[config.mk]
export PLATFORM = sky130hd
export DESIGN_NAME = avl_burst_master
export DESIGN_NICKNAME = d
export VERILOG_FILES = /design/src/rtl/avl_pkg.sv /design/src/rtl/avl_line_buffer.sv /design/src/rtl/avl_burst_master.sv
export SDC_FILE = /design/constraint.sdc
export NUM_CORES = 1
export LEC_CHECK = 0
export BUFFER_PORTS_ARGS = -buffer_cell sky130_fd_sc_hd__buf_2
export CAP_MARGIN = 40
export CORE_AREA = 2 2 159 161
export CTS_BUF_LIST = sky130_fd_sc_hd__clkbuf_16
export CTS_CLUSTER_SIZE = 12
export DETAILED_ROUTE_END_ITERATION = 6
export DIE_AREA = 0 0 161 163
export PLACE_DENSITY = 0.82
export SYNTH_ARGS = -nofsm -noshare
export SYNTH_HDL_FRONTEND = slang
export SYNTH_SLANG_ARGS = --single-unit
[constraint.sdc]
create_clock -name clk -period 3.28 [get_ports clk]
set_input_delay 0.164 -clock clk [delete_from_list [all_inputs] [get_ports clk]]
set_output_delay 0.164 -clock clk [all_outputs]
set_load 0.02 [all_outputs]
[src/rtl/avl_pkg.sv]
// Shared types and helpers for the Avalon-MM burst master.
package avl_pkg;

  typedef enum logic [2:0] {
    IDLE,
    RD_CMD,
    RD_DATA,
    WR_BEAT,
    DONE
  } avl_state_e;

  // Per-request flags captured at accept time
  typedef struct packed {
    logic write;
    logic err;
  } avl_req_flags_t;

  // Zero-length requests run one beat; oversize requests are cut to the line size
  function automatic int unsigned clamp_len(input int unsigned len, input int unsigned max_burst);
    int unsigned res;
    res = len;
    if (len == 0) res = 1;
    else if (len > max_burst) res = max_burst;
    return res;
  endfunction

endpackage

[src/rtl/avl_line_buffer.sv]
// Line register: beat-indexed write for read data, beat-indexed read mux, parallel load.
module avl_line_buffer #(
  parameter int unsigned DATA_W    = 32,
  parameter int unsigned MAX_BURST = 4,
  parameter int unsigned BC_W      = 3,
  localparam int unsigned LINE_W   = DATA_W * MAX_BURST
) (
  input  logic              clk,
  input  logic              resetn,
  input  logic              load,
  input  logic [LINE_W-1:0] line_in,
  input  logic              wr_en,
  input  logic [BC_W-1:0]   wr_idx,
  input  logic [DATA_W-1:0] wr_data,
  input  logic [BC_W-1:0]   rd_idx,
  output logic [DATA_W-1:0] rd_data_c,
  output logic [LINE_W-1:0] line
);

  always_ff @(posedge clk) begin
    if (!resetn) begin
      line <= '0;
    end else if (load) begin
      line <= line_in;
    end else if (wr_en) begin
      for (int i = 0; i < int'(MAX_BURST); i++) begin
        if (wr_idx == BC_W'(i)) line[i*DATA_W +: DATA_W] <= wr_data;
      end
    end
  end

  always_comb begin
    rd_data_c = '0;
    for (int i = 0; i < int'(MAX_BURST); i++) begin
      if (rd_idx == BC_W'(i)) rd_data_c = line[i*DATA_W +: DATA_W];
    end
  end

endmodule

[src/rtl/avl_burst_master.sv]
// Avalon-MM pipelined burst master: runs one line read or write request as a single burst.
module avl_burst_master
  import avl_pkg::*;
#(
  parameter int unsigned ADDR_W    = 32,
  parameter int unsigned DATA_W    = 32,
  parameter int unsigned MAX_BURST = 4,
  parameter int unsigned TIMEOUT   = 1024,
  localparam int unsigned BC_W     = $clog2(MAX_BURST) + 1,
  localparam int unsigned BE_W     = DATA_W / 8,
  localparam int unsigned LINE_W   = DATA_W * MAX_BURST
) (
  input  logic              clk,
  input  logic              resetn,
  input  logic              req_valid,
  output logic              req_ready,
  input  logic              req_write,
  input  logic [ADDR_W-1:0] req_addr,
  input  logic [BC_W-1:0]   req_len,
  input  logic [BE_W-1:0]   req_be,
  input  logic [LINE_W-1:0] req_wdata,
  output logic              resp_valid,
  output logic              resp_err,
  output logic [LINE_W-1:0] resp_rdata,
  output logic [ADDR_W-1:0] av_address,
  output logic [BE_W-1:0]   av_byteenable,
  output logic              av_read,
  output logic              av_write,
  input  logic              av_waitrequest,
  input  logic [DATA_W-1:0] av_readdata,
  input  logic              av_readdatavalid,
  output logic [DATA_W-1:0] av_writedata,
  output logic [BC_W-1:0]   av_burstcount,
  output logic              av_beginbursttransfer
);

  localparam int unsigned TMO_W = (TIMEOUT > 0) ? $clog2(TIMEOUT + 1) : 1;

  avl_state_e     state_q, state_d;
  avl_req_flags_t flags_q, flags_d;
  logic [ADDR_W-1:0] addr_q, addr_d;
  logic [BC_W-1:0]   len_q, len_d;
  logic [BE_W-1:0]   be_q, be_d;
  logic [BC_W-1:0]   beat_q, beat_d;
  logic [TMO_W-1:0]  tmo_q, tmo_d;

  logic              ready_d, rd_d, wr_d, begin_d, rvalid_d, rerr_d;
  logic [BE_W-1:0]   be_out_d;
  logic [DATA_W-1:0] wdata_out_d;
  logic              buf_load, buf_wr;
  logic [DATA_W-1:0] buf_rd_c;

  avl_line_buffer #(
    .DATA_W   (DATA_W),
    .MAX_BURST(MAX_BURST),
    .BC_W     (BC_W)
  ) u_line (
    .clk      (clk),
    .resetn   (resetn),
    .load     (buf_load),
    .line_in  (req_wdata),
    .wr_en    (buf_wr),
    .wr_idx   (beat_q),
    .wr_data  (av_readdata),
    .rd_idx   (beat_d),
    .rd_data_c(buf_rd_c),
    .line     (resp_rdata)
  );

  assign av_address    = addr_q;
  assign av_burstcount = len_q;

  always_ff @(posedge clk) begin
    if (!resetn) state_q <= IDLE;
    else         state_q <= state_d;
  end

  // Next state, captured request and next registered outputs
  always_comb begin
    state_d     = state_q;
    flags_d     = flags_q;
    addr_d      = addr_q;
    len_d       = len_q;
    be_d        = be_q;
    beat_d      = beat_q;
    tmo_d       = tmo_q;
    begin_d     = 1'b0;
    buf_load    = 1'b0;
    buf_wr      = 1'b0;

    case (state_q)
      IDLE: begin
        if (req_valid) begin
          addr_d        = req_addr & ~ADDR_W'(BE_W - 1);
          len_d         = BC_W'(clamp_len(32'(req_len), MAX_BURST));
          be_d          = req_be;
          flags_d.write = req_write;
          flags_d.err   = 1'b0;
          beat_d        = '0;
          tmo_d         = '0;
          begin_d       = 1'b1;
          buf_load      = req_write;
          state_d       = req_write ? WR_BEAT : RD_CMD;
        end
      end
      RD_CMD, RD_DATA: begin
        if (state_q == RD_CMD && !av_waitrequest) state_d = RD_DATA;
        if (av_readdatavalid) begin
          buf_wr = 1'b1;
          tmo_d  = '0;
          if (beat_q == len_q - BC_W'(1)) state_d = DONE;
          else                            beat_d  = beat_q + BC_W'(1);
        end else if (state_q == RD_DATA && TIMEOUT != 0) begin
          // Counter reaching TIMEOUT idle cycles abandons the burst
          tmo_d = tmo_q + TMO_W'(1);
          if (tmo_d == TMO_W'(TIMEOUT)) begin
            state_d     = DONE;
            flags_d.err = 1'b1;
          end
        end
      end
      WR_BEAT: begin
        if (!av_waitrequest) begin
          if (beat_q == len_q - BC_W'(1)) state_d = DONE;
          else                            beat_d  = beat_q + BC_W'(1);
        end
      end
      DONE:    state_d = IDLE;
      default: state_d = IDLE;
    endcase

    ready_d  = (state_d == IDLE);
    rd_d     = (state_d == RD_CMD);
    wr_d     = (state_d == WR_BEAT);
    rvalid_d = (state_d == DONE);
    rerr_d   = (state_d == DONE) && flags_d.err;

    be_out_d = av_byteenable;
    if (state_d == RD_CMD)  be_out_d = '1;
    if (state_d == WR_BEAT) be_out_d = be_d;

    // Beat 0 comes straight from the request since the buffer loads on the same edge
    wdata_out_d = av_writedata;
    if (state_d == WR_BEAT) wdata_out_d = (state_q == IDLE) ? req_wdata[DATA_W-1:0] : buf_rd_c;
  end

  always_ff @(posedge clk) begin
    if (!resetn) begin
      flags_q               <= '0;
      addr_q                <= '0;
      len_q                 <= '0;
      be_q                  <= '0;
      beat_q                <= '0;
      tmo_q                 <= '0;
      req_ready             <= 1'b1;
      av_read               <= 1'b0;
      av_write              <= 1'b0;
      av_byteenable         <= '0;
      av_writedata          <= '0;
      av_beginbursttransfer <= 1'b0;
      resp_valid            <= 1'b0;
      resp_err              <= 1'b0;
    end else begin
      flags_q               <= flags_d;
      addr_q                <= addr_d;
      len_q                 <= len_d;
      be_q                  <= be_d;
      beat_q                <= beat_d;
      tmo_q                 <= tmo_d;
      req_ready             <= ready_d;
      av_read               <= rd_d;
      av_write              <= wr_d;
      av_byteenable         <= be_out_d;
      av_writedata          <= wdata_out_d;
      av_beginbursttransfer <= begin_d;
      resp_valid            <= rvalid_d;
      resp_err              <= rerr_d;
    end
  end

endmodule

==> results.ini, run 1 <==
[run_status]
status = finished with violations
violations = max-slew violations

[final_layout]
fin_area_sq_um = 15530
fin_util = 0.6293
drive_gt1_frac = 0.2914
stdcell_count = 2104
finish.net_count = 1968
num-fill-cells = 1881
area_growth_pct = 43.94

[clock_tree]
cts_htree_levels = 1
root_buffer = clkbuf_16
cts_setup_buffers = 0
cts_resized = 0
cts_buffers = 25
clkLatencyLatePin_ns = 0.52
ctsLongestPathBuffers = 3
clk_pin_slew_ns = 0.06
cts_tree = yes
cts_sinks = 225

[routing]
dr.pass1.iters = 5
drc = 0
wl_per_cell_microns = 21.26
drt_iter0_drc = 1045
vias_per_cell = 5.897
antenna_left = 0
vias = 12410
wl_mm = 44.73

[sta]
min_period_ns = 3.037
relSlewSlack = -0.1013
rsz0062_at_grt = false
fmax_mhz = 329.3
worstMarginPinSlew_ns = 1.652
fin_worst_skew_ns = 0.007681
setup-violations-final = 0
hold_violations = 0
tns_ns = 0
final_max_slew_viol_count = 112
period_share = 0.9259

[floorplan]
core_sq_um = 24670
start_util = 0.4372
pin_count = 410
fp.dieArea_sq_um = 26240
num_rows = 58
die_y_microns = 163
die_w_microns = 161

[synthesis]
synthTopCellsByArea = dfxtp_1, mux2i_1, a211oi_1
ys_warn_count = 0
synth_edf_count = 0
synth_area_per_cell_sq_um = 8.706
syn_inst = 1239
synthTopCellsByCount = dfxtp_1, nand2_1, nor2_1
netlist_area_sq_um = 10790
ys_types = 64
synthArstFlopShare = 0
yosysTopAreaCell = dfxtp_1
synth-seq-cells = 225
synthMostInstantiatedCell = dfxtp_1
synthDominantCellAreaShare = 0.4176
synth_seq_area_share = 0.4176
synthFlopType = dfxtp_1

[global_route]
grt_pass1_wl_mm = 67.15
grt_max_degree = 258
overflow = 0
grt_pass1_vias = 12420
grt_antenna_before_repair = 3
grt_usage = 0.3216

[setup_path]
crit_type = register to register
critPathMaxStageDelay_ns = 0.64
cp-end-kind = register
r2r_cells = 6
cp_slowest_cell = dlygate4sd3_1
r2r_start = state_q[1]
worstPathMaxFanout = 257
crit_path_start = state_q[1]
timing.rr.end = u_line.line[2]
cp-start-kind = register
worstPathArrival_ns = 3.44
crit_required_ns = 3.69
path_cells = nor4b_2 -> nand2_4 -> buf_12 -> nor2_1 -> a311oi_1 -> dlygate4sd3_1
r2r_slack_ns = 0.24

[placement]
place.gp.congestion = 0.8898
io_buffers = 405
place_hpwl_mm = 26.51
place_area_sq_um = 13070
placedCellCount = 1889

[hold_path]
hold_path.class = primary input to register
hold_path_end = req_ready
holdCritStartpoint = req_valid
hold_depth = 2

[pwr]
p_leak_nw = 6.887
p_per_area_nw_per_um2 = 523.4
power.total_mw = 8.127
vdd_drop_max_uv = 380.0

[job]
drv_cap = 0

[per-stage QoR]
step	setup WS, ns	hold WS (ns)
6_report	0.2430	0.007632
5_1_grt	0.1917	0.01287
4_1_cts	0.3663	0.005632
3_5_place_dp	0.4194	0.4113
3_3_place_gp	0.4979	0.4083
2_1_floorplan	0.6285	0.3000
[routing by layer]
layer	vias to the layer above	global-route usage	wire length, microns
met5	-	0	0
met4	0	0.2086	2943
met3	223	0.06875	4204
met2	878	0.5451	21240
met1	5782	0.3684	16340
li1	5525	-	-
[power breakdown]
part	total [mW]	internal, mW	switching, mW
logic	2.23	0.889	1.34
clock network	2.66	1.52	1.14
registers	3.23	3.01	0.226
total	8.13	5.42	2.71
[cells by family (layout without fill, tap and decap cells)]
kind of cell               count (synthesis)  in the layout  share of synthesized area
AOI/OAI and AO/OA                        373            373                     0.2438
other                                      1              5                  0.0003477
and+or+nand+nor                          366            366                     0.1395
muxes                                    132            132                     0.1259
DFF                                      225            225                     0.4176
adders and majority gates                  8              8                   0.009047
buffers and inverters                    125            656                    0.05521
xor gates and xnor gates                   9              9                   0.008584
[state kept, by name, indices dropped and copies added (netlist names)]
signal                 count
resp_valid                 1
state_q                    3
u_line.line              128
av_address                30
flags_q                    1
req_ready                  1
beat_q                     3
av_read                    1
av_burstcount              3
resp_err                   1
av_byteenable              4
tmo_q                     11
av_beginbursttransfer      1
be_q                       4
av_write                   1
av_writedata              32
[critical path, delay by kind of cell, from the launching register on]
family,cells,cell delay (ns)
AND/OR/NAND/NOR,3,0.95
AO/OA/AOI/OAI,1,0.08
buffers and inverters,2,0.85
flip-flops,1,0.43
[placed cells by master (no fill, tap or decap), drive strengths merged, types with 3 or more instances in the layout]
| master | synthesis | layout |
|---|---|---|
| a21oi | 50 | 50 |
| a31oi | 38 | 38 |
| nor3b | 4 | 4 |
| clkinv | 0 | 9 |
| nor3 | 4 | 4 |
| nand3 | 7 | 7 |
| mux2i | 103 | 103 |
| o21ai | 44 | 44 |
| ha | 7 | 7 |
| dfxtp | 225 | 225 |
| a221oi | 29 | 29 |
| nand2 | 163 | 163 |
| o211ai | 30 | 30 |
| a21o | 29 | 29 |
| mux2 | 29 | 29 |
| clkbuf | 79 | 25 |
| diode | 0 | 3 |
| a22oi | 4 | 4 |
| a32o | 3 | 3 |
| a311oi | 3 | 3 |
| nor2 | 156 | 156 |
| buf | 34 | 432 |
| nor2b | 3 | 3 |
| and3 | 6 | 6 |
| dlygate4sd3 | 0 | 170 |
| and2 | 9 | 9 |
| o21a | 5 | 5 |
| a211oi | 125 | 125 |
| inv | 12 | 17 |
| xor2 | 6 | 6 |
[cell type report]
cell class / instances / area [sq um] / area share
tap: 330 / 412.9 / 0.02659
sequential: 225 / 4504 / 0.2901
clock inverter: 17 / 123.9 / 0.007978
inverter: 12 / 47.55 / 0.003062
timing repair buffer: 602 / 4014 / 0.2585
multi-input combinational: 890 / 5791 / 0.3730
clock buffer: 25 / 625.6 / 0.04029
antenna: 3 / 7.507 / 0.0004835
[timing repair]
action	in CTS	in global routing
endpoints found under the hold margin	165	0
hold buffers	170	0
setup endpoints to repair	0	0
[how the worst max path moves through the flow]
stage / slack, ns / depth (start not counted) / end
5_1_grt: 0.19 / 8 / u_line.line[23]
6_report: 0.24 / 6 / u_line.line[2]
3_3_place_gp: 0.50 / 10 / av_writedata[11]
4_1_cts: 0.37 / 8 / u_line.line[23]
3_5_place_dp: 0.42 / 10 / av_writedata[18]
2_1_floorplan: 0.63 / 11 / av_writedata[17]
Power figures use the tool's default switching activity.
==> run 2, diff against run 1 <==
--- a/config.mk
+++ b/config.mk
@@ -5,6 +5,7 @@
 export SDC_FILE = /design/constraint.sdc
 export NUM_CORES = 1
 export LEC_CHECK = 0
+export ABC_AREA = 1
 export BUFFER_PORTS_ARGS = -buffer_cell sky130_fd_sc_hd__buf_2
 export CAP_MARGIN = 40
 export CORE_AREA = 2 2 159 161
@@ -12,7 +13,8 @@
 export CTS_CLUSTER_SIZE = 12
 export DETAILED_ROUTE_END_ITERATION = 6
 export DIE_AREA = 0 0 161 163
-export PLACE_DENSITY = 0.82
+export PLACE_DENSITY = 0.81
+export REMOVE_ABC_BUFFERS = 1
 export SYNTH_ARGS = -nofsm -noshare
 export SYNTH_HDL_FRONTEND = slang
 export SYNTH_SLANG_ARGS = --single-unit
==> run 2 against run 1 <==
The run now ends clean. Worst setup slack improved by 0.11 ns. Combinational power barely moved. Flip-flop and latch count is the same. Sequential power fell by 3%. Worst hold slack better by 0.042 ns. Clock-buffer cell count stayed put. Synthesized cell count is 20% higher. Sequential share of layout area rose by 0.63 points. Maximum frequency up 3.7%. Wire length is 6.0% higher. Largest power group unchanged.
==> results.ini, run 2 <==
[floorplan]
pin_count = 410  ; unchanged
die_y_microns = 163  ; unchanged
core_sq_um = 24670  ; unchanged
fp.dieArea_sq_um = 26240  ; unchanged
die_w_microns = 161  ; unchanged
num_rows = 58  ; unchanged
start_util = 0.4258  ; -0.01136

[clock_tree]
cts_setup_buffers = 0  ; unchanged
clkLatencyLatePin_ns = 0.54  ; +0.02 ns
root_buffer = clkbuf_16
cts_resized = 0  ; unchanged
cts_sinks = 225  ; unchanged
cts_buffers = 25  ; unchanged
cts_tree = yes
cts_htree_levels = 1  ; unchanged
clk_pin_slew_ns = 0.06  ; about the same
ctsLongestPathBuffers = 3  ; unchanged

[routing]
wl_mm = 47.41  ; +6.0%
vias_per_cell = 5.759  ; -2.3%
antenna_left = 0  ; unchanged
drt_iter0_drc = 1641  ; +57%
dr.pass1.iters = 7  ; +2
vias = 13590  ; +9.5%
drc = 0  ; unchanged
wl_per_cell_microns = 20.10  ; -5.5%

[setup_path]
cp-end-kind = register
cp-start-kind = register
worstPathMaxFanout = 14  ; -95%
timing.rr.end = av_writedata[30]
crit_required_ns = 3.74  ; +0.05 ns
r2r_cells = 16  ; +10
worstPathArrival_ns = 3.38  ; -0.06 ns
r2r_start = av_burstcount[0]
r2r_slack_ns = 0.35  ; +0.11 ns
crit_type = register to register

[synthesis]
synthMostInstantiatedCell = nand2_1
yosysTopAreaCell = dfxtp_1
syn_inst = 1486  ; +20%
synthArstFlopShare = 0  ; unchanged
synth_area_per_cell_sq_um = 7.070  ; -19%
synth_seq_area_share = 0.4287  ; +0.01114
synth-xor-area-share = 0.006669  ; -0.001915
synthFlopType = dfxtp_1
synth-seq-cells = 225  ; unchanged
synthAdderAreaFrac = 0.008336  ; -0.0007114
synthTopCellsByCount = nand2_1, dfxtp_1, a21oi_1
synth.area.mux_share = 0.003811  ; -0.1220
ys_warn_count = 0  ; unchanged
synth_edf_count = 0  ; unchanged
synth_top_family_by_area = simple AND/OR/NAND/NOR gates
synthTopCellsByArea = dfxtp_1, nand2_1, a21oi_1
synthDominantCellAreaShare = 0.4287  ; +0.01114
synthSimpleGateAreaFrac = 0.2796  ; +0.1401
netlist_area_sq_um = 10510  ; -2.6%
synth-compound-area-share = 0.1945  ; -0.04935
ys_types = 37  ; -42%

[final_layout]
largest_reg_flops = 128  ; unchanged
top_register = u_line.line
fin_util = 0.6160  ; -0.01329
stdcell_count = 2359  ; +12%
finish.net_count = 2221  ; +13%
layout_common_cells = nand2_1, buf_2, dfxtp_1
area_growth_pct = 44.66
drive_gt1_frac = 0.2486  ; -0.04272
layout_commonest_cell = nand2_1

[sta]
relSlewSlack = 0.5317  ; +0.6331
hold_violations = 0  ; unchanged
rsz0062_at_grt = false
fin_worst_skew_ns = 0.02156  ; +0.01388 ns
setup_ws_ns = 0.3527  ; +0.1097 ns
min_period_ns = 2.927  ; -0.1097 ns
final_max_slew_viol_count = 0  ; -100%
hold_ws_ns = 0.04931  ; +0.04168 ns
fmax_mhz = 341.6  ; +3.7%
period_share = 0.8925  ; -0.03344
worstMarginPinSlew_ns = 0.7014  ; -0.9506 ns
setup-violations-final = 0  ; unchanged

[placement]
io_buffers = 405  ; unchanged
place_ws_ns = 0.4509  ; +0.03157 ns
placedCellCount = 2144  ; +13%
place.gp.congestion = 0.8749  ; -1.7%
place_hpwl_mm = 28.00  ; +5.6%

[global_route]
grt_pass1_wl_mm = 70.24  ; +4.6%
grt_max_degree = 108  ; -58%
overflow = 0  ; unchanged
grt_antenna_before_repair = 2  ; -1
grt_pass1_vias = 13040  ; +5.0%
grt_usage = 0.3391  ; +0.01757

[pwr]
power.total_mw = 8.005  ; -1.5%
p_per_area_nw_per_um2 = 526.7  ; +0.63%
p_leak_nw = 6.913  ; +0.39%
vdd_drop_max_uv = 319.3  ; -16%

[job]
drv_cap = 0  ; unchanged

[run_status]
status = finished clean

[hold_path]
hold_path_end = u_line.line[94]
hold_path.class = primary input to register
hold_depth = 5  ; +3
holdCritStartpoint = av_readdata[30]

==> run 2: changes by cell type in the layout (fill, tap and decap cells not counted), moves of 30 or more <==
cell / before / now
a211oi_1: 125 / 1
a22oi_1: 3 / 59
nor2_1: 155 / 50
nand3_1: 5 / 107
o211ai_1: 30 / 0
nand2_1: 162 / 471
a21oi_1: 47 / 205
inv_1: 16 / 77
mux2i_1: 103 / 4
==> run 2: layout make-up <==
cell class / instances / area [sq um]
Inverter: 82 / 315.3
Clock inverter: 20 / 112.6
Multi-Input combinational cell: 1071 / 5224
Timing Repair Buffer: 604 / 3999
Fill cell: 2017 / 9475
Sequential cell: 225 / 4504
Tap cell: 330 / 412.9
Clock buffer: 25 / 625.6
Antenna cell: 2 / 5.005
==> run 2: how the worst max path moves through the flow <==
stage | from | endpoint | depth (start not counted)
finish | av_burstcount[0] | av_writedata[30] | 16
detailed placement | av_burstcount[0] | av_writedata[4] | 16
CTS | av_burstcount[0] | av_writedata[4] | 16
global route | av_burstcount[0] | av_writedata[20] | 13
global placement | av_burstcount[0] | av_writedata[4] | 16
floorplan | state_q[0] | av_byteenable[3] | 10
==> run 2: through the flow <==
step           area [sq um]  setup TNS [ns]
4_1_cts               15190               0
5_1_grt               15200               0
2_1_floorplan          9998         -212.35
6_report              15200               0
3_3_place_gp          12750               0
3_5_place_dp          12770               0
==> run 2: cell families (layout without fill, tap and decap cells) <==
group | Yosys count | count (layout)
xor+xnor | 8 | 8
mux | 4 | 4
flops | 225 | 225
compound gates | 360 | 360
other cells | 1 | 4
fa+ha+maj | 7 | 7
simple gates | 690 | 690
buf+inv | 191 | 731
==> run 2: what timing repair did <==
| item | CTS | global route |
|---|---|---|
| endpoints found under the hold margin | 198 | 0 |
| hold buffers | 168 | 0 |
| endpoints found under the setup margin | 0 | 0 |
==> run 2: worst max-delay path: stages, from the launching register on <==
cell and delay [ns]:
dfxtp_1 0.42, inv_1 0.10, ha_1 0.33, inv_1 0.08
nand2_1 0.05, nand2_1 0.06, nor2_1 0.05, nand2_1 0.15
nand2_1 0.08, nand3_1 0.13, nand2_4 0.11, a21oi_4 0.52
buf_4 0.34, nand3_1 0.12, nand4_1 0.12, nand2_1 0.06
a21oi_1 0.13
==> run 2: layer usage <==
metal	GRT usage	part of all wire	routed length, microns
met5	0	0	0
met4	0.2228	0.070	3319
met3	0.06723	0.12	5561
met2	0.5704	0.46	21840
met1	0.3943	0.35	16690
==> run 2: power by group <==
| part | total (mW) | switching (mW) | internal, mW | leakage, nW |
|---|---|---|---|---|
| clock network | 2.60 | 1.15 | 1.45 | 0.389 |
| logic | 2.26 | 1.52 | 0.744 | 4.68 |
| registers | 3.14 | 0.172 | 2.97 | 1.84 |
==> run 3, diff against run 2 <==
--- a/config.mk
+++ b/config.mk
@@ -8,12 +8,12 @@
 export ABC_AREA = 1
 export BUFFER_PORTS_ARGS = -buffer_cell sky130_fd_sc_hd__buf_2
 export CAP_MARGIN = 40
-export CORE_AREA = 2 2 159 161
+export CORE_AREA = 2 2 161 163
 export CTS_BUF_LIST = sky130_fd_sc_hd__clkbuf_16
 export CTS_CLUSTER_SIZE = 12
 export DETAILED_ROUTE_END_ITERATION = 6
-export DIE_AREA = 0 0 161 163
-export PLACE_DENSITY = 0.81
+export DIE_AREA = 0 0 163 165
+export PLACE_DENSITY = 0.79
 export REMOVE_ABC_BUFFERS = 1
 export SYNTH_ARGS = -nofsm -noshare
 export SYNTH_HDL_FRONTEND = slang
==> constraint.sdc (replaced) <==
create_clock -name clk -period 3.28 [get_ports clk]
set_input_delay 0.492 -clock clk [delete_from_list [all_inputs] [get_ports clk]]
set_output_delay 0.492 -clock clk [all_outputs]
set_load 0.02 [all_outputs]
==> run 3 against run 2 <==
Clock skew rose by 0.0013 ns. Critical path depth fell by 5. Clock-buffer cell count rose by 2. Wire length fell by 12%. Die area rose by 2.5%. Maximum frequency rose by 2.2%. Flip-flop and latch count did not move. Global-route usage fell by 4.3 points. Combinational power fell by 8%. Via count fell by 9.2%. Cell count fell by 7.1%. Sequential share of layout area rose by 3.5 points. Critical path type unchanged. Highest routed layer is now met5.
==> results.ini, run 3 (synthesized netlist as in run 2, its figures left out) <==
[run_status]
status = finished clean

[global_route]
overflow = 0  ; unchanged
grt_usage = 0.2962  ; -0.04295
grt_antenna_before_repair = 8  ; +6
grt_pass1_vias = 11430  ; -12%
grt_pass1_wl_mm = 62.28  ; -11%
grt_max_degree = 80  ; -26%

[final_layout]
top_register = u_line.line
finish.net_count = 2054  ; -7.5%
stdcell_count = 2191  ; -7.1%
layout_commonest_cell = nand2_1
area_growth_pct = 29.33
largest_reg_flops = 128  ; unchanged
layout_common_cells = nand2_1, buf_2, dfxtp_1
drive_gt1_frac = 0.2723  ; +0.02369
fin_area_sq_um = 13590  ; -11%

[job]
drv_cap = 0  ; unchanged

[pwr]
p_per_area_nw_per_um2 = 576.3  ; +9.4%
vdd_drop_max_uv = 377.6  ; +18%
p_leak_nw = 6.264  ; -9.4%

[setup_path]
cp_slowest_cell = inv_4
path_cells = nor2_4 -> nand2_4 -> inv_2 -> nand2_2 -> inv_2 -> nand2_2 -> inv_4 -> nor2_4 -> inv_2 -> o21ai_0 -> a21oi_1
timing.rr.end = av_writedata[17]
cp-start-kind = register
crit_required_ns = 3.74  ; about the same
crit_type = register to register
r2r_start = state_q[1]
crit_path_start = state_q[1]
path_common_cell = inv_2
worstPathArrival_ns = 3.33  ; -0.05 ns
worstPathMaxFanout = 42  ; +28
r2r_slack_ns = 0.42  ; +0.06 ns
r2r_cells = 11  ; -5
crit_path_end = av_writedata[17]
critPathMaxStageDelay_ns = 0.56  ; +0.04 ns
cp-end-kind = register

[sta]
final_max_slew_viol_count = 0  ; unchanged
hold_ws_ns = 0.2064  ; +0.1570 ns
worstMarginPinSlew_ns = 0.7117  ; +0.01029 ns
rsz0062_at_grt = false
relSlewSlack = 0.5250  ; -0.006703
fin_worst_skew_ns = 0.02282  ; +0.001262 ns
period_share = 0.8730  ; -0.01950
fmax_mhz = 349.2  ; +2.2%
setup-violations-final = 0  ; unchanged
hold_violations = 0  ; unchanged
min_period_ns = 2.863  ; -0.06397 ns

[clock_tree]
clkLatencyLatePin_ns = 0.54  ; about the same
cts_resized = 0  ; unchanged
clk_pin_slew_ns = 0.06  ; about the same
root_buffer = clkbuf_16
cts_sinks = 225  ; unchanged
cts_setup_buffers = 0  ; unchanged
ctsLongestPathBuffers = 3  ; unchanged
cts_buffers = 26  ; +4.0%
cts_tree = yes
cts_htree_levels = 1  ; unchanged
cts_hold_buffers = 0  ; -100%

[routing]
dr.pass1.iters = 6  ; -1
vias = 12330  ; -9.2%
antenna_left = 0  ; unchanged
vias_per_cell = 5.628  ; -2.3%
drt_iter0_drc = 1176  ; -28%
wl_per_cell_microns = 19.07  ; -5.1%
wl_mm = 41.79  ; -12%
drc = 0  ; unchanged

[floorplan]
core_sq_um = 25040  ; +1.5%
die_w_microns = 163  ; +1.2%
die_y_microns = 165  ; +1.2%
pin_count = 410  ; unchanged
fp.dieArea_sq_um = 26900  ; +2.5%
start_util = 0.4196  ; -0.006171
num_rows = 58  ; unchanged

[hold_path]
hold_path.class = primary input to register
holdCritStartpoint = req_addr[7]

[placement]
place_hpwl_mm = 27.96  ; -0.14%
placedCellCount = 2144  ; unchanged
io_buffers = 405  ; unchanged
place.gp.congestion = 0.8634  ; -1.3%
place_area_sq_um = 12830  ; +0.43%

[run 3: cell types whose count changed in the layout (fill, tap and decap cells not counted), sizes merged]
cell | previous run | this run
clkinv | 16 | 14
diode | 2 | 3
bufinv | 1 | 0
dlygate4sd3 | 168 | 0
clkbuf | 25 | 27
[run 3: worst max-delay path, delay by kind of cell, from the launching register on]
kind	cells	cell delay, ns
flip-flops	1	0.38
buffers and inverters	4	1.24
AO/OA/AOI/OAI	2	0.36
AND/OR/NAND/NOR	5	0.80
[run 3: stage by stage]
step | util | power [mW] | setup slack, ns | setup TNS (ns)
finish | 0.5427 | 7.831 | 0.4167 | 0
detailed placement | 0.5124 | 5.205 | 0.4444 | 0
floorplan | - | 4.282 | -1.875 | -216.80
CTS | 0.5424 | 7.810 | 0.4243 | 0
global route | 0.5427 | 8.123 | 0.1898 | 0
global placement | 0.5108 | 5.157 | 0.3651 | 0
[run 3: final cells by class]
cell class                 count  area, sq um
fill                        2371        11450
sequential                   225         4504
clock inverter                17        76.32
multi-input combinational   1071         5224
clock buffer                  27        675.6
inverter                      82        315.3
timing repair buffer         436         2372
tap                          330        412.9
antenna                        3        7.507
[run 3: power by group]
part	internal [mW]	total, mW	switching, mW
registers	2.97	3.13	0.163
clock network	1.47	2.63	1.16
logic	0.634	2.07	1.43
[run 3: per-layer routing]
layer	up-vias	GRT usage	part of all wire
li1	5696	-	-
met1	5581	0.3555	0.37
met2	869	0.4906	0.46
met3	175	0.06278	0.11
met4	10	0.1738	0.061
met5	-	0	0.0015
[run 3: how the worst min path moves through the flow]
stage                      to  cells after the start  slack (ns)
6_report        av_address[7]                      3        0.21
5_1_grt         av_address[7]                      3        0.20
4_1_cts        av_address[10]                      3        0.19
3_5_place_dp   av_address[28]                      2        0.45
3_3_place_gp   av_address[22]                      2        0.45
2_1_floorplan        tmo_q[6]                      2        0.45
